[config.mk]
export PLATFORM = sky130hd
export DESIGN_NAME = restoring_divider
export DESIGN_NICKNAME = d
export VERILOG_FILES = /design/src/rtl/alu_pkg.sv /design/src/rtl/borrow_subtractor.sv /design/src/rtl/restoring_divider.sv
export SDC_FILE = /design/constraint.sdc
export NUM_CORES = 1
export LEC_CHECK = 0
export ABC_AREA = 1
export BUFFER_PORTS_ARGS = -buffer_cell sky130_fd_sc_hd__buf_4
export CORE_UTILIZATION = 25
export DETAILED_ROUTE_END_ITERATION = 10
export GPL_TIMING_DRIVEN = 1
export RECOVER_POWER = 25
export SLEW_MARGIN = 20
export SYNTH_ARGS = -nofsm -noshare
export SYNTH_HDL_FRONTEND = slang
export SYNTH_SLANG_ARGS = --single-unit
[constraint.sdc]
create_clock -name CLK -period 2.6 [get_ports CLK]
set_clock_uncertainty 0.1 [all_clocks]
set_input_delay 0.26 -clock CLK [delete_from_list [all_inputs] [get_ports CLK]]
set_output_delay 0.26 -clock CLK [all_outputs]
set_load 0.005 [all_outputs]
[src/rtl/alu_pkg.sv]
// Shared ALU library types: divider FSM states and counter sizing.
// Used by restoring_divider (optional DIV_ZERO_CHECK_EN build).
package alu_pkg;

  typedef enum logic [1:0] {
    IDLE,
    RUN,
    FINISH
  } state_e;

  function automatic int cnt_w(input int w);
    return $clog2(w + 1);
  endfunction

endpackage

[src/rtl/borrow_subtractor.sv]
// Ripple borrow-chain subtractor built from full-subtractor cells.
// Computes i_minuend - i_subtrahend with a final borrow-out.
module borrow_subtractor #(
  parameter int N = 5
) (
  input  logic [N-1:0] i_minuend,
  input  logic [N-1:0] i_subtrahend,
  output logic [N-1:0] o_difference,
  output logic         o_borrow
);

  logic [N:0] w_b;

  assign w_b[0] = 1'b0;

  for (genvar g = 0; g < N; g++) begin : g_cell
    logic w_x;
    assign w_x = i_minuend[g] ^ i_subtrahend[g];
    assign o_difference[g] = w_x ^ w_b[g];
    assign w_b[g+1] = (~i_minuend[g] & i_subtrahend[g])
                    | (~w_x & w_b[g]);
  end

  assign o_borrow = w_b[N];

endmodule

[src/rtl/restoring_divider.sv]
// Sequential unsigned restoring divider, one quotient bit per clock.
// Optional zero-divisor fast path and flag: define DIV_ZERO_CHECK_EN.
module restoring_divider
  import alu_pkg::*;
#(
  parameter int WIDTH = 4
) (
  input  logic             CLK,
  input  logic             RST_N,
  input  logic             START,
  input  logic [WIDTH-1:0] DIVIDEND,
  input  logic [WIDTH-1:0] DIVISOR,
  output logic             BUSY,
  output logic             DONE,
  output logic [WIDTH-1:0] QUOTIENT,
  output logic [WIDTH-1:0] REMAINDER
`ifdef DIV_ZERO_CHECK_EN
  ,
  output logic             DIV_ZERO
`endif
);

  localparam int CW = cnt_w(WIDTH);

  state_e           r_state;
  logic [WIDTH-1:0] r_dvd;
  logic [WIDTH-1:0] r_dvs;
  logic [WIDTH:0]   r_rem;
  logic [WIDTH-1:0] r_quo;
  logic [CW-1:0]    r_cnt;
  logic             r_busy;
  logic             r_done;
  logic [WIDTH-1:0] r_q;
  logic [WIDTH-1:0] r_r;

  logic [WIDTH:0]   w_partial;
  logic [WIDTH:0]   w_diff;
  logic             w_borrow;
  logic [WIDTH:0]   w_rem_nxt;
  logic [WIDTH-1:0] w_quo_nxt;
  logic             w_last;
  logic             w_unused;

  assign w_partial = {r_rem[WIDTH-1:0], r_dvd[WIDTH-1]};

  borrow_subtractor #(
    .N(WIDTH + 1)
  ) u_sub (
    .i_minuend   (w_partial),
    .i_subtrahend({1'b0, r_dvs}),
    .o_difference(w_diff),
    .o_borrow    (w_borrow)
  );

  // Restore on borrow: keep the shifted partial, shift in a 0.
  assign w_rem_nxt = w_borrow ? w_partial : w_diff;
  assign w_quo_nxt = {r_quo[WIDTH-2:0], ~w_borrow};
  assign w_last    = (r_cnt == CW'(WIDTH - 1));

  // Remainder is always below the divisor, so its top bit stays zero.
  assign w_unused = ^{r_rem[WIDTH], r_quo[WIDTH-1], w_rem_nxt[WIDTH]};

`ifdef DIV_ZERO_CHECK_EN
  logic r_dz;
  assign DIV_ZERO = r_dz;
`endif

  always_ff @(posedge CLK) begin
    if (!RST_N) begin
      r_state <= IDLE;
      r_dvd   <= '0;
      r_dvs   <= '0;
      r_rem   <= '0;
      r_quo   <= '0;
      r_cnt   <= '0;
      r_busy  <= 1'b0;
      r_done  <= 1'b0;
      r_q     <= '0;
      r_r     <= '0;
`ifdef DIV_ZERO_CHECK_EN
      r_dz    <= 1'b0;
`endif
    end else begin
      unique case (r_state)
        IDLE, FINISH: begin
          r_done  <= 1'b0;
          r_state <= IDLE;
          if (START) begin
            r_dvd <= DIVIDEND;
            r_dvs <= DIVISOR;
            r_rem <= '0;
            r_quo <= '0;
            r_cnt <= '0;
`ifdef DIV_ZERO_CHECK_EN
            r_dz  <= (DIVISOR == '0);
            if (DIVISOR == '0) begin
              r_state <= FINISH;
              r_done  <= 1'b1;
              r_q     <= '1;
              r_r     <= DIVIDEND;
            end else begin
              r_state <= RUN;
              r_busy  <= 1'b1;
            end
`else
            r_state <= RUN;
            r_busy  <= 1'b1;
`endif
          end
        end
        RUN: begin
          r_rem <= w_rem_nxt;
          r_quo <= w_quo_nxt;
          r_dvd <= {r_dvd[WIDTH-2:0], 1'b0};
          r_cnt <= r_cnt + CW'(1);
          if (w_last) begin
            r_state <= FINISH;
            r_busy  <= 1'b0;
            r_done  <= 1'b1;
            r_q     <= w_quo_nxt;
            r_r     <= w_rem_nxt[WIDTH-1:0];
          end
        end
        default: r_state <= IDLE;
      endcase
    end
  end

  assign BUSY      = r_busy;
  assign DONE      = r_done;
  assign QUOTIENT  = r_q;
  assign REMAINDER = r_r;

endmodule

==> metrics.txt <==
initial antenna violation count=0; Layout Cells excl Fill=253; maxcap violations=0; kind of critical path=register to register; I/O pin count=21; Fin. Hold Viols=0; outcome=complete, no violations; synth unique cells=19; Die ar.=0.00550 mm^2; tightest hold margin=146 ps; postcts setup bufs=0; Yosys warnings=0; Max IR drop VDD=approximately 0.26 mV; largest net degree at the start of global routing=19; PortBufs=20; Antenna Nets Post-Route=0; worst-skew pair later-pin latency=between 200 and 300 ps; Reg2Reg Setup Slack=~330 ps; CTS clk-pin slew, worst paths=60 ps; global-route wire length before repair=4.49 mm; commonest non-fill, non-tap cell in the layout=nand2_1; clk sinks=30; final instance area=0.00158 mm^2; RSZ-0062 raised after global routing=no; dpl cells=247; Pleak=0.699 nW; detailed placer's ending HPWL=1.94 mm; starting density of the core=0.267; sequential cell area=601 um^2; Synth Instances=165; GRT Total Usage=0.111; Worst setup EP type=register; via count=1081; gpl congestion=about 0.84; post-synth top area cell=dfxtp_1; core area=0.00488 mm^2; htree depth=2; Worst Max-Slew Pin Slew=408 ps; # rows=25; NumNets Final=204; Post-Route Setup TNS=0 ps; Multi-input gate area=slightly below 600 um^2; DR DRC count=0; CP Launch Type=register; root buffer cell=clkbuf_8; final wirelength=2.68 mm; TritonCTS buffer count=5; clock tree buffer depth=2; most frequent cells in the layout=nand2_1 (34), dfxtp_1 (30), nand3_1 (30); DRT iter0 DRCs=59; Syn Area/Cell=7.89 um^2; Final min period=2270 ps; vias in the first global route=998; share of cells above drive strength 1=0.188; Gates resized, CTS repair=0; Mapped Nets=182; Pre-Repair DR Iteration Count=4; Die Width=approximately 74 um; Die Ht=74.2 um; normalized max-slew margin=0.728; Worst Path Arrival=around 2400 ps; fmax=between 400 and 500 MHz; Yosys top cell area share=0.461; Period Utilization, post-route=0.873; Synth area leaders=dfxtp_1 (46%), nand3_1 (12%), nand2_1 (9.8%); total power=1.03 mW; grt ovf=0; Pins Over Slew Limit=0; Synth Cell Area=0.00130 mm^2; final setup fails=0; routed len/inst=10.6 um; sequential fraction of the synthesis area=0.461; HP Class=input port to register; Yosys reg bits=30; Cell Area, Placed=roughly 0.0015 mm^2; Hold Buf Count CTS=0; Antenna Cells=0; CTS tree=built; worst path required time=between 2000 and 3000 ps; CP max FO=6; # fillers=541; post-DR vias/cell=4.27; PD cells=649 mW/mm^2; Area Overhead vs Synth=21.6%
registers in the layout, summed over array words and instances (netlist names), 2 cells and up:
| signal | count |
|---|---|
| QUOTIENT | 4 |
| REMAINDER | 4 |
| r_dvd | 4 |
| r_dvs | 4 |
| r_rem | 4 |
| r_cnt | 3 |
| r_quo | 3 |
| r_state | 2 |
stage by stage:
stage                     utilization  worst slack [ps]
after floorplan                     -               482
after global placement          0.308               384
after detailed placement        0.308               364
after CTS                       0.325               343
after global routing            0.325               135
final                           0.325               330
layer usage:
| metal | vias to the layer above | part of all wire | global-route usage |
|---|---|---|---|
| met4 | 0 | 0.025 | 0.0641 |
| li1 | 575 | - | - |
| met5 | - | 0 | 0 |
| met1 | 485 | 0.46 | 0.127 |
| met2 | 14 | 0.48 | 0.185 |
| met3 | 7 | 0.037 | 0.0325 |
synthesized netlist by cell type, drive strengths merged:
master and number:
a21oi 17, buf 4, clkbuf 1, dfxtp 30
fa 3, ha 3, inv 22, nand2 38
nand3 31, nor2 6, o21ai 9, or2 1
critical path, cell delays in order, from the launching register on:
cell,delay (ps)
dfxtp_1,310
inv_1,70
ha_1,140
inv_1,50
fa_1,370
fa_1,360
inv_1,70
fa_1,240
nand2_1,170
nand2_1,120
nand3_1,80
a21oi_1,120
report_power, final:
group          internal (mW)  switching [mW]
combinational         0.0629           0.106
sequential             0.483          0.0163
clock                  0.203           0.156
area by class of cell:
| type | count | area share |
|---|---|---|
| sequential | 30 | 0.379 |
| multi-input combinational | 108 | 0.369 |
| timing repair buffer | 20 | 0.0948 |
| tap | 67 | 0.0529 |
| clock buffer | 6 | 0.0521 |
| inverter | 22 | 0.0521 |
final timing paths:
check / from / end / cells past startpoint
setup / recovery: r_dvd[3] / r_rem[2] / 11
hold / removal: DIVISOR[3] / r_dvs[3] / 3
setup reg to reg: r_dvd[3] / r_rem[2] / 11
hold reg to reg: r_quo[2] / QUOTIENT[3] / 2
cell families after synthesis:
kind of cell / synth area share
compound gates: 0.0999
simple gates: 0.274
buf+inv: 0.0903
flops: 0.461
fa+ha+maj: 0.0749
Power figures use the tool's default switching activity.
